===== src/rtl/uart_tx_axils.sv =====
// uart_tx_axils -- AXI4-Lite slave UART transmitter (8N1, LSB first).
//
// Software programs a clocks-per-bit divisor, pushes bytes into a small TX
// FIFO and either polls status or waits for the "done" interrupt. The
// serializer drains the FIFO back-to-back onto UART_TX.
//
// Register map (ADDR[3:2]):
//   0x0 DIV      RW  [15:0] clocks per bit (0 behaves as 1)
//   0x4 CTRL/STS     [0] tx_busy, [1] fifo_full, [2] fifo_empty,
//                    [3] overflow (W1C), [8] intr_enable (RW)
//   0x8 TXDATA   WO  write pushes WDATA[7:0]; reads 0
//   0xC          --  reads 0, writes ignored
//
// Ports:
//   S_AXI_ACLK         single clock, rising edge
//   S_AXI_ARESET       synchronous active-high reset
//   S_AXI_AW*/W*/B*    AXI4-Lite write channels (WSTRB ignored)
//   S_AXI_AR*/R*       AXI4-Lite read channels
//   UART_TX            serial output, idles high
//   IRQ                level interrupt: enabled, FIFO empty and serializer idle
module uart_tx_axils #(
    parameter int C_S_AXI_DATA_WIDTH = 32,
    parameter int C_S_AXI_ADDR_WIDTH = 4,
    parameter int CLK_FREQ           = 100_000_000,
    parameter int DEFAULT_BAUD       = 9600,
    parameter int DATA_WIDTH         = 8,
    parameter int FIFO_DEPTH         = 4
) (
    input  logic                            S_AXI_ACLK,
    input  logic                            S_AXI_ARESET,
    input  logic [C_S_AXI_ADDR_WIDTH-1:0]   S_AXI_AWADDR,
    input  logic                            S_AXI_AWVALID,
    output logic                            S_AXI_AWREADY,
    input  logic [C_S_AXI_DATA_WIDTH-1:0]   S_AXI_WDATA,
    input  logic [C_S_AXI_DATA_WIDTH/8-1:0] S_AXI_WSTRB,
    input  logic                            S_AXI_WVALID,
    output logic                            S_AXI_WREADY,
    output logic [1:0]                      S_AXI_BRESP,
    output logic                            S_AXI_BVALID,
    input  logic                            S_AXI_BREADY,
    input  logic [C_S_AXI_ADDR_WIDTH-1:0]   S_AXI_ARADDR,
    input  logic                            S_AXI_ARVALID,
    output logic                            S_AXI_ARREADY,
    output logic [C_S_AXI_DATA_WIDTH-1:0]   S_AXI_RDATA,
    output logic [1:0]                      S_AXI_RRESP,
    output logic                            S_AXI_RVALID,
    input  logic                            S_AXI_RREADY,
    output logic                            UART_TX,
    output logic                            IRQ
);

    localparam int PTR_W = $clog2(FIFO_DEPTH);
    localparam int CNT_W = PTR_W + 1;
    localparam int BIT_W = $clog2(DATA_WIDTH);
    localparam int DIV_RESET = CLK_FREQ / DEFAULT_BAUD;
    localparam logic [15:0]      DIV_INIT  = 16'(DIV_RESET);
    localparam logic [CNT_W-1:0] FULL_CNT  = CNT_W'(FIFO_DEPTH);
    localparam logic [BIT_W-1:0] BIT_LAST  = BIT_W'(DATA_WIDTH - 1);

    typedef enum logic [1:0] {W_IDLE, W_DATA, W_RESP} wr_state_t;
    typedef enum logic       {R_IDLE, R_DATA} rd_state_t;
    typedef enum logic [1:0] {TX_IDLE, TX_START, TX_DATA, TX_STOP} tx_state_t;

    wr_state_t wr_state, wr_next;
    rd_state_t rd_state, rd_next;
    tx_state_t tx_state, tx_next;

    logic [1:0]  aw_sel;
    logic [15:0] div_reg;
    logic        intr_enable;
    logic        overflow;
    logic        irq_q;
    logic [31:0] rdata_q;
    logic [31:0] rd_mux;

    logic [DATA_WIDTH-1:0] fifo_mem [FIFO_DEPTH];
    logic [PTR_W-1:0]      wr_ptr, rd_ptr;
    logic [CNT_W-1:0]      fifo_cnt;
    logic                  fifo_full, fifo_empty;
    logic                  push_req, push_ok, fifo_pop;

    logic [15:0]           baud_cnt;
    logic [15:0]           frame_div;
    logic                  baud_done;
    logic [BIT_W-1:0]      bit_cnt;
    logic [DATA_WIDTH-1:0] shift_reg;
    logic                  tx_out;
    logic                  tx_busy;
    logic                  w_hs;

    // Inputs the register file never looks at (full-word writes only).
    logic unused_inputs;
    assign unused_inputs = ^{S_AXI_WSTRB, S_AXI_WDATA[31:16],
                             S_AXI_AWADDR[1:0], S_AXI_ARADDR[1:0]};

    // ---------------- write channel ----------------
    always_ff @(posedge S_AXI_ACLK) begin
        if (S_AXI_ARESET) begin
            wr_state <= W_IDLE;
            aw_sel   <= 2'd0;
        end else begin
            wr_state <= wr_next;
            if (wr_state == W_IDLE && S_AXI_AWVALID)
                aw_sel <= S_AXI_AWADDR[3:2];
        end
    end

    always_comb begin
        wr_next = wr_state;
        case (wr_state)
            W_IDLE:  if (S_AXI_AWVALID) wr_next = W_DATA;
            W_DATA:  if (S_AXI_WVALID)  wr_next = W_RESP;
            W_RESP:  if (S_AXI_BREADY)  wr_next = W_IDLE;
            default: wr_next = W_IDLE;
        endcase
    end

    assign S_AXI_AWREADY = (wr_state == W_IDLE);
    assign S_AXI_WREADY  = (wr_state == W_DATA);
    assign S_AXI_BVALID  = (wr_state == W_RESP);
    assign S_AXI_BRESP   = 2'b00;
    assign w_hs          = (wr_state == W_DATA) && S_AXI_WVALID;

    // Register updates happen on the W handshake edge.
    always_ff @(posedge S_AXI_ACLK) begin
        if (S_AXI_ARESET) begin
            div_reg     <= DIV_INIT;
            intr_enable <= 1'b0;
            overflow    <= 1'b0;
        end else begin
            if (w_hs && aw_sel == 2'd0)
                div_reg <= S_AXI_WDATA[15:0];
            if (w_hs && aw_sel == 2'd1) begin
                intr_enable <= S_AXI_WDATA[8];
                if (S_AXI_WDATA[3])
                    overflow <= 1'b0;
            end
            if (push_req && !push_ok)
                overflow <= 1'b1;
        end
    end

    // ---------------- read channel ----------------
    always_comb begin
        rd_mux = '0;
        case (S_AXI_ARADDR[3:2])
            2'd0: rd_mux[15:0] = div_reg;
            2'd1: begin
                rd_mux[0] = tx_busy;
                rd_mux[1] = fifo_full;
                rd_mux[2] = fifo_empty;
                rd_mux[3] = overflow;
                rd_mux[8] = intr_enable;
            end
            default: rd_mux = '0;
        endcase
    end

    always_ff @(posedge S_AXI_ACLK) begin
        if (S_AXI_ARESET) begin
            rd_state <= R_IDLE;
            rdata_q  <= '0;
        end else begin
            rd_state <= rd_next;
            if (rd_state == R_IDLE && S_AXI_ARVALID)
                rdata_q <= rd_mux;
        end
    end

    always_comb begin
        rd_next = rd_state;
        case (rd_state)
            R_IDLE:  if (S_AXI_ARVALID) rd_next = R_DATA;
            R_DATA:  if (S_AXI_RREADY)  rd_next = R_IDLE;
            default: rd_next = R_IDLE;
        endcase
    end

    assign S_AXI_ARREADY = (rd_state == R_IDLE);
    assign S_AXI_RVALID  = (rd_state == R_DATA);
    assign S_AXI_RDATA   = rdata_q;
    assign S_AXI_RRESP   = 2'b00;

    // ---------------- TX FIFO ----------------
    assign fifo_full  = (fifo_cnt == FULL_CNT);
    assign fifo_empty = (fifo_cnt == '0);
    assign push_req   = w_hs && (aw_sel == 2'd2);
    // A push into a full FIFO still fits if the serializer pops the same cycle.
    assign push_ok    = push_req && (!fifo_full || fifo_pop);

    always_ff @(posedge S_AXI_ACLK) begin
        if (push_ok)
            fifo_mem[wr_ptr] <= S_AXI_WDATA[DATA_WIDTH-1:0];
    end

    always_ff @(posedge S_AXI_ACLK) begin
        if (S_AXI_ARESET) begin
            wr_ptr   <= '0;
            rd_ptr   <= '0;
            fifo_cnt <= '0;
        end else begin
            if (push_ok)
                wr_ptr <= wr_ptr + PTR_W'(1);
            if (fifo_pop)
                rd_ptr <= rd_ptr + PTR_W'(1);
            case ({push_ok, fifo_pop})
                2'b10:   fifo_cnt <= fifo_cnt + CNT_W'(1);
                2'b01:   fifo_cnt <= fifo_cnt - CNT_W'(1);
                default: fifo_cnt <= fifo_cnt;
            endcase
        end
    end

    // ---------------- serializer ----------------
    assign baud_done = (baud_cnt == frame_div - 16'd1);
    assign tx_busy   = (tx_state != TX_IDLE);

    always_ff @(posedge S_AXI_ACLK) begin
        if (S_AXI_ARESET)
            tx_state <= TX_IDLE;
        else
            tx_state <= tx_next;
    end

    always_comb begin
        tx_next  = tx_state;
        fifo_pop = 1'b0;
        case (tx_state)
            TX_IDLE: begin
                if (!fifo_empty) begin
                    fifo_pop = 1'b1;
                    tx_next  = TX_START;
                end
            end
            TX_START: if (baud_done) tx_next = TX_DATA;
            TX_DATA:  if (baud_done && bit_cnt == BIT_LAST) tx_next = TX_STOP;
            TX_STOP: begin
                // Chain straight into the next start bit when more data waits.
                if (baud_done) begin
                    if (!fifo_empty) begin
                        fifo_pop = 1'b1;
                        tx_next  = TX_START;
                    end else begin
                        tx_next = TX_IDLE;
                    end
                end
            end
            default: tx_next = TX_IDLE;
        endcase
    end

    // Divisor is captured per frame so mid-frame DIV writes only affect the next one.
    always_ff @(posedge S_AXI_ACLK) begin
        if (S_AXI_ARESET) begin
            tx_out    <= 1'b1;
            baud_cnt  <= '0;
            bit_cnt   <= '0;
            shift_reg <= '0;
            frame_div <= 16'd1;
        end else if (fifo_pop) begin
            shift_reg <= fifo_mem[rd_ptr];
            tx_out    <= 1'b0;
            baud_cnt  <= '0;
            frame_div <= (div_reg == 16'd0) ? 16'd1 : div_reg;
        end else if (tx_state != TX_IDLE) begin
            if (baud_done) begin
                baud_cnt <= '0;
                case (tx_state)
                    TX_START: begin
                        tx_out  <= shift_reg[0];
                        bit_cnt <= '0;
                    end
                    TX_DATA: begin
                        if (bit_cnt == BIT_LAST) begin
                            tx_out <= 1'b1;
                        end else begin
                            bit_cnt   <= bit_cnt + BIT_W'(1);
                            shift_reg <= {1'b0, shift_reg[DATA_WIDTH-1:1]};
                            tx_out    <= shift_reg[1];
                        end
                    end
                    default: tx_out <= 1'b1;
                endcase
            end else begin
                baud_cnt <= baud_cnt + 16'd1;
            end
        end
    end

    assign UART_TX = tx_out;

    always_ff @(posedge S_AXI_ACLK) begin
        if (S_AXI_ARESET)
            irq_q <= 1'b0;
        else
            irq_q <= intr_enable && fifo_empty && !tx_busy;
    end

    assign IRQ = irq_q;

endmodule

===== config.mk =====
export PLATFORM = sky130hd
export DESIGN_NAME = uart_tx_axils
export DESIGN_NICKNAME = d
export VERILOG_FILES = /design/src/rtl/uart_tx_axils.sv
export SDC_FILE = /design/constraint.sdc
export NUM_CORES = 1
export LEC_CHECK = 0
export BUFFER_PORTS_ARGS = -buffer_cell sky130_fd_sc_hd__clkbuf_2
export CAP_MARGIN = 10
export CELL_PAD_IN_SITES_DETAIL_PLACEMENT = 1
export CELL_PAD_IN_SITES_GLOBAL_PLACEMENT = 2
export CORE_MARGIN = 2
export CORE_UTILIZATION = 24
export DETAILED_ROUTE_END_ITERATION = 7
export PLACE_DENSITY = 0.58
export SYNTH_ARGS = -nofsm -noshare
export SYNTH_HDL_FRONTEND = slang
export SYNTH_SLANG_ARGS = --single-unit

===== constraint.sdc =====
create_clock -name S_AXI_ACLK -period 4.69 [get_ports S_AXI_ACLK]
set_clock_uncertainty 0.2 [all_clocks]
set_input_delay 0.2345 -clock S_AXI_ACLK [delete_from_list [all_inputs] [get_ports S_AXI_ACLK]]
set_output_delay 0.2345 -clock S_AXI_ACLK [all_outputs]
set_load 0.1 [all_outputs]

==> results of run 1 <==
==> cells in the final DEF (no fill, tap or decap), types with 4 or more instances in the layout <==
| cell | n |
|---|---|
| conb_1 | 20 |
| and3_1 | 16 |
| clkinv_4 | 4 |
| dfxtp_1 | 95 |
| a221o_1 | 4 |
| a21oi_1 | 29 |
| o21ai_0 | 10 |
| clkbuf_16 | 17 |
| xnor2_1 | 15 |
| ha_1 | 12 |
| nor4_1 | 14 |
| nand4_1 | 6 |
| xor2_1 | 18 |
| nand2b_1 | 4 |
| a22oi_1 | 18 |
| nor2b_1 | 5 |
| mux2_2 | 4 |
| a22o_1 | 12 |
| or3_1 | 5 |
| dlygate4sd3_1 | 24 |
| inv_6 | 5 |
| clkbuf_2 | 49 |
| mux4_2 | 8 |
| nand3_1 | 20 |
| nor2_1 | 60 |
| inv_1 | 19 |
| nor3_1 | 11 |
| edfxtp_1 | 32 |
| buf_4 | 10 |
| nand2_1 | 70 |
| mux2i_1 | 12 |
==> layer usage <==
| metal | GRT usage | wire length (um) | vias up |
|---|---|---|---|
| met5 | 0 | 0 | - |
| met4 | 0.0442 | 255 | 0 |
| met3 | 0.0258 | 528 | 19 |
| met2 | 0.229 | 8030 | 86 |
| met1 | 0.165 | 7620 | 2278 |
| li1 | - | - | 2246 |
==> area by class of cell <==
| class | instances | area [um^2] |
|---|---|---|
| fill | 2774 | 17000 |
| sequential | 127 | 2860 |
| multi-input combinational | 422 | 2730 |
| timing repair buffer | 83 | 561 |
| clock buffer | 19 | 443 |
| tap | 324 | 405 |
| clock inverter | 13 | 151 |
| inverter | 19 | 71.3 |
==> through the flow <==
step                total power [uW]  setup slack, ns  hold slack (ns)  instances
floorplan                       2020            0.749            0.133        621
global placement                2250            0.701            0.224        951
detailed placement              2280            0.666            0.229        951
CTS                             3650            0.649           0.0234       1007
global route                    3800            0.430           0.0784       1007
finish                          3610            0.660           0.0344       1007
==> where the power goes <==
| part | internal [uW] | switching [uW] | total, uW |
|---|---|---|---|
| Sequential | 1200 | 85.5 | 1290 |
| Clock | 808 | 540 | 1350 |
| Combinational | 324 | 651 | 975 |
==> kinds of logic after synthesis <==
| group | Yosys count | synth area share |
|---|---|---|
| and+or+nand+nor | 231 | 0.191 |
| DFF | 127 | 0.487 |
| AOI/OAI and AO/OA | 98 | 0.115 |
| buffers and inverters | 72 | 0.0615 |
| xor gates and xnor gates | 34 | 0.0530 |
| muxes | 26 | 0.0626 |
| adders and majority gates | 13 | 0.0289 |
| other | 1 | 0.000638 |
==> timing repair <==
action                    CTS  global route
hold buffers               24             0
hold endpoints to repair   56             0
gates resized for setup     0             0
==> worst reg2reg max path: stages (launching register included) <==
cell and delay [ns]:
dfxtp_1 0.35, inv_1 0.09, ha_1 0.20, or4b_4 0.50
or4_4 0.51, or3_4 0.42, a32oi_1 0.26, nand4_1 0.21
nand2_1 0.13, nand2_1 0.07, fa_1 0.40, nand4b_1 0.20
and3_1 0.20, o21a_1 0.17
==> worst paths after layout <==
path	depth (start not counted)	slack, ns	endpoint
min reg2reg	2	0.27	overflow
min	4	0.03	S_AXI_RDATA[0]
max	13	0.66	fifo_cnt[2]
max reg2reg	13	0.66	fifo_cnt[2]
==> out/qor.yml, run 1 <==
nets: 734
cts_buffers: 17
antenna_found_initial: 0
top_register: "fifo_mem"
worst_skew_pair.late_latency_ns: 0.42
ir_drop_v: 0.000264
drt_first_iter_violations: 187
synth_top_area_frac: 0.323
synth_cells: 602
clk_pin_slew_worst_paths_ns: 0.07
ys_async_sr_fraction: 0
drc: 0
crit_slowest_cell: "or4_4"
power_density_nw_per_um2: 500
cp.arrival_ns: 4.14
tns_ns: 0
dieArea_um2: 25800
cp_slowest_stage_delay_ns: 0.51
path_buf_inv: 1
yosys.area.top_type: "dfxtp_1"
ys_ff_latch: 127
crit_top_cell: "nand2_1"
drv_cap: 0
rows: 57
rsz0062_at_grt: "no"
start_util: 0.243
htreeDepth: 4
synth_ff_type: "dfxtp_1"
ctsRootBufferMaster: "clkbuf_16"
first_global_vias: 4882
outcome: "finished clean"
rr_startpoint: "frame_div[0]"
synth_area_leaders: "dfxtp_1 32%, edfxtp_1 16%, nand2_1 4.5%"
period_share: 0.859
path_max_fanout: 5
fmax_mhz: 248
num_vias: 4629
grt_pass1_wl_mm: 26.7
gp_congestion: 0.834
chipHeight_um: 161
avgSynthCellArea_um2: 9.77
synth_edf_count: 32
yosysUniqueCellTypes: 62
hold_violations: 0
diodes: 0
crit_type: "flop to flop"
final_area_um2: 7230
hp-start: "S_AXI_ARADDR[3]"
yosysWarnings: 0
totalWireLength_mm: 16.4
netlist_top_cells_count: "95 x dfxtp_1, 70 x nand2_1, 60 x nor2_1"
clock_path_buffers: 2
placement.cell_area_um2: 6390
cts_setup_buffers: 0
netlist_area_um2: 5880
grt_max_degree: 52
critPathCaptureType: "flop"
coreArea_um2: 24200
io_buffers: 49
viasPerCell: 4.60
overflow: 0
area_growth_pct: 22.9
start_kind: "flop"
final_layout_size_suffix_gt1_frac: 0.168
final-setup-viol-count: 0
cp_cell_sequence: "inv_1, ha_1, or4b_4, or4_4, or3_4, a32oi_1, nand4_1, nand2_1, nand2_1, fa_1, nand4b_1, and3_1, o21a_1"
yosysSeqAreaShare: 0.487
die_w_um: 161
cts_sinks: 127
cp.required_ns: 4.80
yosysMostFrequentCell: "dfxtp_1"
slew_viol_final: 0
hold_class: "primary input to flop"
cts_tree: "built"
grt_use_total: 0.132
drt_first_pass_iters: 4
io_pins: 94
place_hpwl_mm: 11.7
period_minus_slack_ns: 4.03
largest_register_ffs: 32
cp-startpoint: "frame_div[0]"
tightest_slew_ns: 1.21
cp_top_family: "simple AND/OR/NAND/NOR gates"
wl_per_cell_um: 16.3
p_leak_uw: 0.00282
maxSlewHeadroom: 0.189
finish.utilization: 0.299
detail-route-antenna-nets: 0
(Power assumes the default switching activity.)
==> run 2: changes to the inputs <==
--- a/config.mk
+++ b/config.mk
@@ -8,11 +8,11 @@
 export BUFFER_PORTS_ARGS = -buffer_cell sky130_fd_sc_hd__clkbuf_2
 export CAP_MARGIN = 10
 export CELL_PAD_IN_SITES_DETAIL_PLACEMENT = 1
-export CELL_PAD_IN_SITES_GLOBAL_PLACEMENT = 2
+export CELL_PAD_IN_SITES_GLOBAL_PLACEMENT = 1
 export CORE_MARGIN = 2
 export CORE_UTILIZATION = 24
 export DETAILED_ROUTE_END_ITERATION = 7
-export PLACE_DENSITY = 0.58
+export PLACE_DENSITY = 0.49
 export SYNTH_ARGS = -nofsm -noshare
 export SYNTH_HDL_FRONTEND = slang
 export SYNTH_SLANG_ARGS = --single-unit
==> out/qor.yml, run 2 (synthesis gave the netlist of run 1 again) <==
outcome: "finished clean"
p_int_uw: 2440  # +4.4%
largest_register_ffs: 32  # unchanged
detail-route-antenna-nets: 0  # unchanged
cts_tree: "built"
power_density_nw_per_um2: 503  # +0.70%
hp-start: "S_AXI_ARADDR[3]"
nets: 736  # +0.27%
worstHoldPathCells: 4  # unchanged
cts_sinks: 127  # unchanged
multi_input_area_um2: 2730  # unchanged
hold_violations: 0  # unchanged
final_area_um2: 7280  # +0.76%
dp.cells: 952  # +0.11%
chipHeight_um: 161  # unchanged
grt_use_total: 0.130  # -0.00235
rows: 57  # unchanged
placement.cell_area_um2: 6400  # +0.12%
viasPerCell: 4.61  # +0.34%
crit_type: "flop to flop"
p_leak_uw: 0.00285  # +0.90%
grt_pass1_wl_mm: 26.4  # -1.1%
coreArea_um2: 24200  # unchanged
overflow: 0  # unchanged
swShare: 0.334  # -0.0189
drv_cap: 0  # unchanged
htreeDepth: 4  # unchanged
maxSlewHeadroom: 0.412  # +0.223
rr_startpoint: "frame_div[0]"
diodes: 0  # unchanged
area_growth_pct: 23.8
drt_first_iter_violations: 142  # -24%
antenna_found_initial: 0  # unchanged
final_common_cell: "dfxtp_1"
p_seq_frac: 0.351  # -0.006
start_util: 0.243  # unchanged
timing.rr.end: "fifo_cnt[2]"
final-setup-viol-count: 0  # unchanged
worst_skew_pair.late_latency_ns: 0.41  # about the same
die_w_um: 161  # unchanged
mostFrequentLayoutCells: "95 x dfxtp_1, 70 x nand2_1, 60 x nor2_1"
cp.arrival_ns: 4.15  # about the same
tightest_slew_ns: 0.878  # -0.332 ns
p_switching_uw: 1230  # -4.0%
place_hpwl_mm: 11.5  # -1.8%
io_pins: 94  # unchanged
period_minus_slack_ns: 4.04  # +0.00868 ns
top_register: "fifo_mem"
pwr-share-clk: 0.383  # +0.010
rsz0062_at_grt: "no"
cp.required_ns: 4.80  # about the same
ir_drop_v: 0.000195  # -26%
hold_class: "primary input to flop"
holdPathEnd: "S_AXI_RDATA[3]"
fin_cells: 1009  # +0.20%
drt_first_pass_iters: 4  # unchanged
totalWireLength_mm: 15.9  # -3.4%
first_global_vias: 4944  # +1.3%
final_layout_size_suffix_gt1_frac: 0.169  # +0.000968
fillers: 2788  # +0.50%
grt_max_degree: 55  # +5.8%
wl_per_cell_um: 15.7  # -3.6%
period_share: 0.861  # +0.00185
path_max_fanout: 5  # unchanged
cts_setup_buffers: 0  # unchanged
clk_pin_slew_worst_paths_ns: 0.06  # about the same
slew_viol_final: 0  # unchanged
combPwrFrac: 0.266  # -0.004
critPathCaptureType: "flop"
clock_path_buffers: 2  # unchanged
start_kind: "flop"
dieArea_um2: 25800  # unchanged
gp_congestion: 0.804  # -3.7%
num_vias: 4654  # +0.54%
tns_ns: 0  # unchanged
r2r_slack_ns: 0.65  # about the same
drc: 0  # unchanged
r2r_cells: 13  # unchanged
fmax_mhz: 248  # -0.22%
io_buffers: 49  # unchanged
ctsRootBufferMaster: "clkbuf_16"
cts_buffers: 17  # unchanged
regArea_um2: 2860  # unchanged
-- run 2: final cells by class --
class	count	area share
sequential	127	0.393
multi-input combinational	422	0.375
timing repair buffer	85	0.0796
clock buffer	19	0.0608
tap	324	0.0557
clock inverter	13	0.0258
inverter	19	0.00979
-- run 2: per-stage QoR --
| step | worst slack (ns) | total power [uW] | utilization | hold WS, ns |
|---|---|---|---|---|
| after floorplan | 0.749 | 2020 | - | 0.133 |
| after global placement | 0.700 | 2250 | 0.265 | 0.224 |
| after detailed placement | 0.665 | 2280 | 0.265 | 0.232 |
| after CTS | 0.642 | 3710 | 0.301 | 0.0373 |
| after global routing | 0.467 | 3870 | 0.301 | 0.0800 |
| final | 0.652 | 3670 | 0.301 | 0.0460 |
-- run 2: routing by layer --
| metal | routed length, um | track usage | vias up |
|---|---|---|---|
| li1 | - | - | 2249 |
| met4 | 182 | 0.0369 | 0 |
| met3 | 429 | 0.0240 | 12 |
| met2 | 7850 | 0.229 | 79 |
| met5 | 0 | 0 | - |
| met1 | 7410 | 0.163 | 2314 |
-- run 2: critical path, cell delays in order, from the launching register on --
cell	delay (ns)
dfxtp_1	0.35
inv_1	0.10
ha_1	0.20
or4b_4	0.51
or4_4	0.50
or3_4	0.42
a32oi_1	0.27
nand4_1	0.21
nand2_1	0.13
nand2_1	0.07
fa_1	0.41
nand4b_1	0.22
and3_1	0.20
o21a_1	0.17
-- run 2: repair_timing --
item | in CTS | in global routing
hold buffers | 24 | 0
resized for setup | 0 | 0
hold endpoints to repair | 53 | 0
-- run 2: power by group through the flow --
stage,Sequential [uW],Clock (uW),Combinational (uW)
2_1_floorplan,1320,0,703
3_3_place_gp,1310,0,941
3_5_place_dp,1310,0,964
4_1_cts,1290,1440,983
5_1_grt,1300,1490,1070
6_report,1290,1400,973
-- run 2: worst max-delay path by stage --
stage                             from  slack (ns)     endpoint  cells past startpoint
final                     frame_div[0]        0.65  fifo_cnt[2]                     13
after global routing      frame_div[0]        0.47  fifo_cnt[2]                     13
after CTS                 frame_div[0]        0.64  fifo_cnt[2]                     13
after detailed placement  frame_div[0]        0.67  fifo_cnt[2]                     13
after global placement    frame_div[0]        0.70  fifo_cnt[2]                     13
after floorplan           frame_div[0]        0.75  fifo_cnt[2]                     14
==> run 3: changes to the inputs <==
--- a/config.mk
+++ b/config.mk
@@ -10,9 +10,9 @@
 export CELL_PAD_IN_SITES_DETAIL_PLACEMENT = 1
 export CELL_PAD_IN_SITES_GLOBAL_PLACEMENT = 1
 export CORE_MARGIN = 2
-export CORE_UTILIZATION = 24
+export CORE_UTILIZATION = 44
 export DETAILED_ROUTE_END_ITERATION = 7
-export PLACE_DENSITY = 0.49
+export PLACE_DENSITY = 0.8
 export SYNTH_ARGS = -nofsm -noshare
 export SYNTH_HDL_FRONTEND = slang
 export SYNTH_SLANG_ARGS = --single-unit
==> out/qor.yml, run 3 (synthesis gave the netlist of run 1 again) <==
outcome: "finished clean"
detail-route-antenna-nets: 0  # unchanged
maxSlewHeadroom: 0.386  # -0.0258
clk_pin_slew_worst_paths_ns: 0.06  # about the same
path_max_fanout: 8  # +3
r2r_slack_ns: 0.55  # -0.10 ns
dp.cells: 799  # -16%
mostFrequentLayoutCells: "95 x dfxtp_1, 70 x nand2_1, 60 x nor2_1"
cp_cell_sequence: "inv_1, ha_1, or4b_4, or4_4, or3_4, a32oi_1, nand4_1, a31o_2, nor2_1"
crit_slowest_cell: "nor2_1"
tightest_slew_ns: 0.913  # +0.0350 ns
overflow: 0  # unchanged
start_kind: "flop"
final_layout_size_suffix_gt1_frac: 0.166  # -0.00292
regArea_um2: 2860  # unchanged
cts_buffers: 17  # unchanged
grt_max_degree: 55  # unchanged
path_buf_inv: 1  # unchanged
cp.arrival_ns: 3.98  # -0.17 ns
clock_path_buffers: 2  # unchanged
num_vias: 4857  # +4.4%
period_share: 0.882  # +0.0209
hold_class: "primary input to flop"
cts_tree: "built"
cp.required_ns: 4.54  # -0.26 ns
largest_register_ffs: 32  # unchanged
final_common_cell: "dfxtp_1"
slew_viol_final: 0  # unchanged
grt_use_total: 0.244  # +0.114
drt_first_iter_violations: 217  # +53%
die_w_um: 120  # -25%
io_pins: 94  # unchanged
top_register: "fifo_mem"
rows: 42  # -26%
crit_type: "flop to flop"
wl_per_cell_um: 19.7  # +25%
fillers: 1470  # -47%
p_total_uw: 3670  # +0.24%
drv_cap: 0  # unchanged
fin_cells: 855  # -15%
tns_ns: 0  # unchanged
grt_pass1_wl_mm: 27.2  # +2.9%
start_util: 0.448  # +0.204
nets: 730  # -0.82%
coreArea_um2: 13100  # -46%
drc: 0  # unchanged
critPathCaptureType: "flop"
fmax_mhz: 242  # -2.4%
place_hpwl_mm: 10.4  # -9.7%
rsz0062_at_grt: "no"
multi_input_area_um2: 2730  # unchanged
drt_first_pass_iters: 5  # +1
power_density_nw_per_um2: 521  # +3.5%
cp_top_family: "simple AND/OR/NAND/NOR gates"
antenna_found_initial: 0  # unchanged
cts_setup_buffers: 0  # unchanged
worst_skew_pair.late_latency_ns: 0.42  # about the same
viasPerCell: 5.68  # +23%
cp_slowest_stage_delay_ns: 0.64  # +0.13 ns
gp_congestion: 0.922  # +15%
chipHeight_um: 120  # -25%
diodes: 0  # unchanged
final-setup-viol-count: 0  # unchanged
cts_sinks: 127  # unchanged
p_leak_uw: 0.00281  # -1.2%
ctsRootBufferMaster: "clkbuf_16"
totalWireLength_mm: 16.8  # +5.9%
dieArea_um2: 14300  # -44%
first_global_vias: 5180  # +4.8%
io_buffers: 49  # unchanged
ir_drop_v: 0.000334  # +71%
area_growth_pct: 20.0
period_minus_slack_ns: 4.14  # +0.0982 ns
hold_violations: 0  # unchanged
htreeDepth: 4  # unchanged
-- run 3: layout make-up --
type / count / area share
Tap cell: 176 / 0.0312
Multi-Input combinational cell: 422 / 0.387
Sequential cell: 127 / 0.406
Clock buffer: 17 / 0.0603
Timing Repair Buffer: 79 / 0.0754
Clock inverter: 15 / 0.0298
Inverter: 19 / 0.0101
-- run 3: metal layers --
| layer | vias up | part of all wire | global-route usage |
|---|---|---|---|
| met5 | - | 0 | 0 |
| met1 | 2418 | 0.41 | 0.287 |
| li1 | 2232 | - | - |
| met3 | 37 | 0.047 | 0.0509 |
| met2 | 170 | 0.52 | 0.430 |
| met4 | 0 | 0.025 | 0.104 |
-- run 3: worst paths after layout --
path                   start              to  depth (start not counted)
max             frame_div[0]  fifo_mem[3][0]                          9
min          S_AXI_ARADDR[3]  S_AXI_RDATA[2]                          4
max reg2reg     frame_div[0]  fifo_mem[3][0]                          9
min reg2reg       bit_cnt[1]      bit_cnt[1]                          2
-- run 3: power by group --
part | switching, uW | leakage (uW) | internal, uW | total, uW
registers | 88.2 | 0.00106 | 1200 | 1290
clock network | 531 | 0.000298 | 897 | 1430
logic | 646 | 0.00146 | 308 | 954
-- run 3: worst min-delay path: cells and delay by family --
family | cells | cell delay, ns
AOI/OAI and AO/OA | 1 | 0.16
and+or+nand+nor | 2 | 0.15
buffers and inverters | 1 | 0.09
-- run 3: timing repair --
item,4_1_cts,5_1_grt
resized for setup,0,0
hold buffers,23,0
hold endpoints to repair,54,0
-- run 3: stage by stage --
step / hold slack [ns] / utilization / setup WS [ns] / instance area (um^2)
2_1_floorplan: 0.133 / - / 0.749 / 5950
3_3_place_gp: 0.223 / 0.470 / 0.681 / 6180
3_5_place_dp: 0.222 / 0.470 / 0.590 / 6180
4_1_cts: 0.0514 / 0.536 / 0.584 / 7040
5_1_grt: 0.0869 / 0.537 / 0.327 / 7050
6_report: 0.0634 / 0.537 / 0.554 / 7050
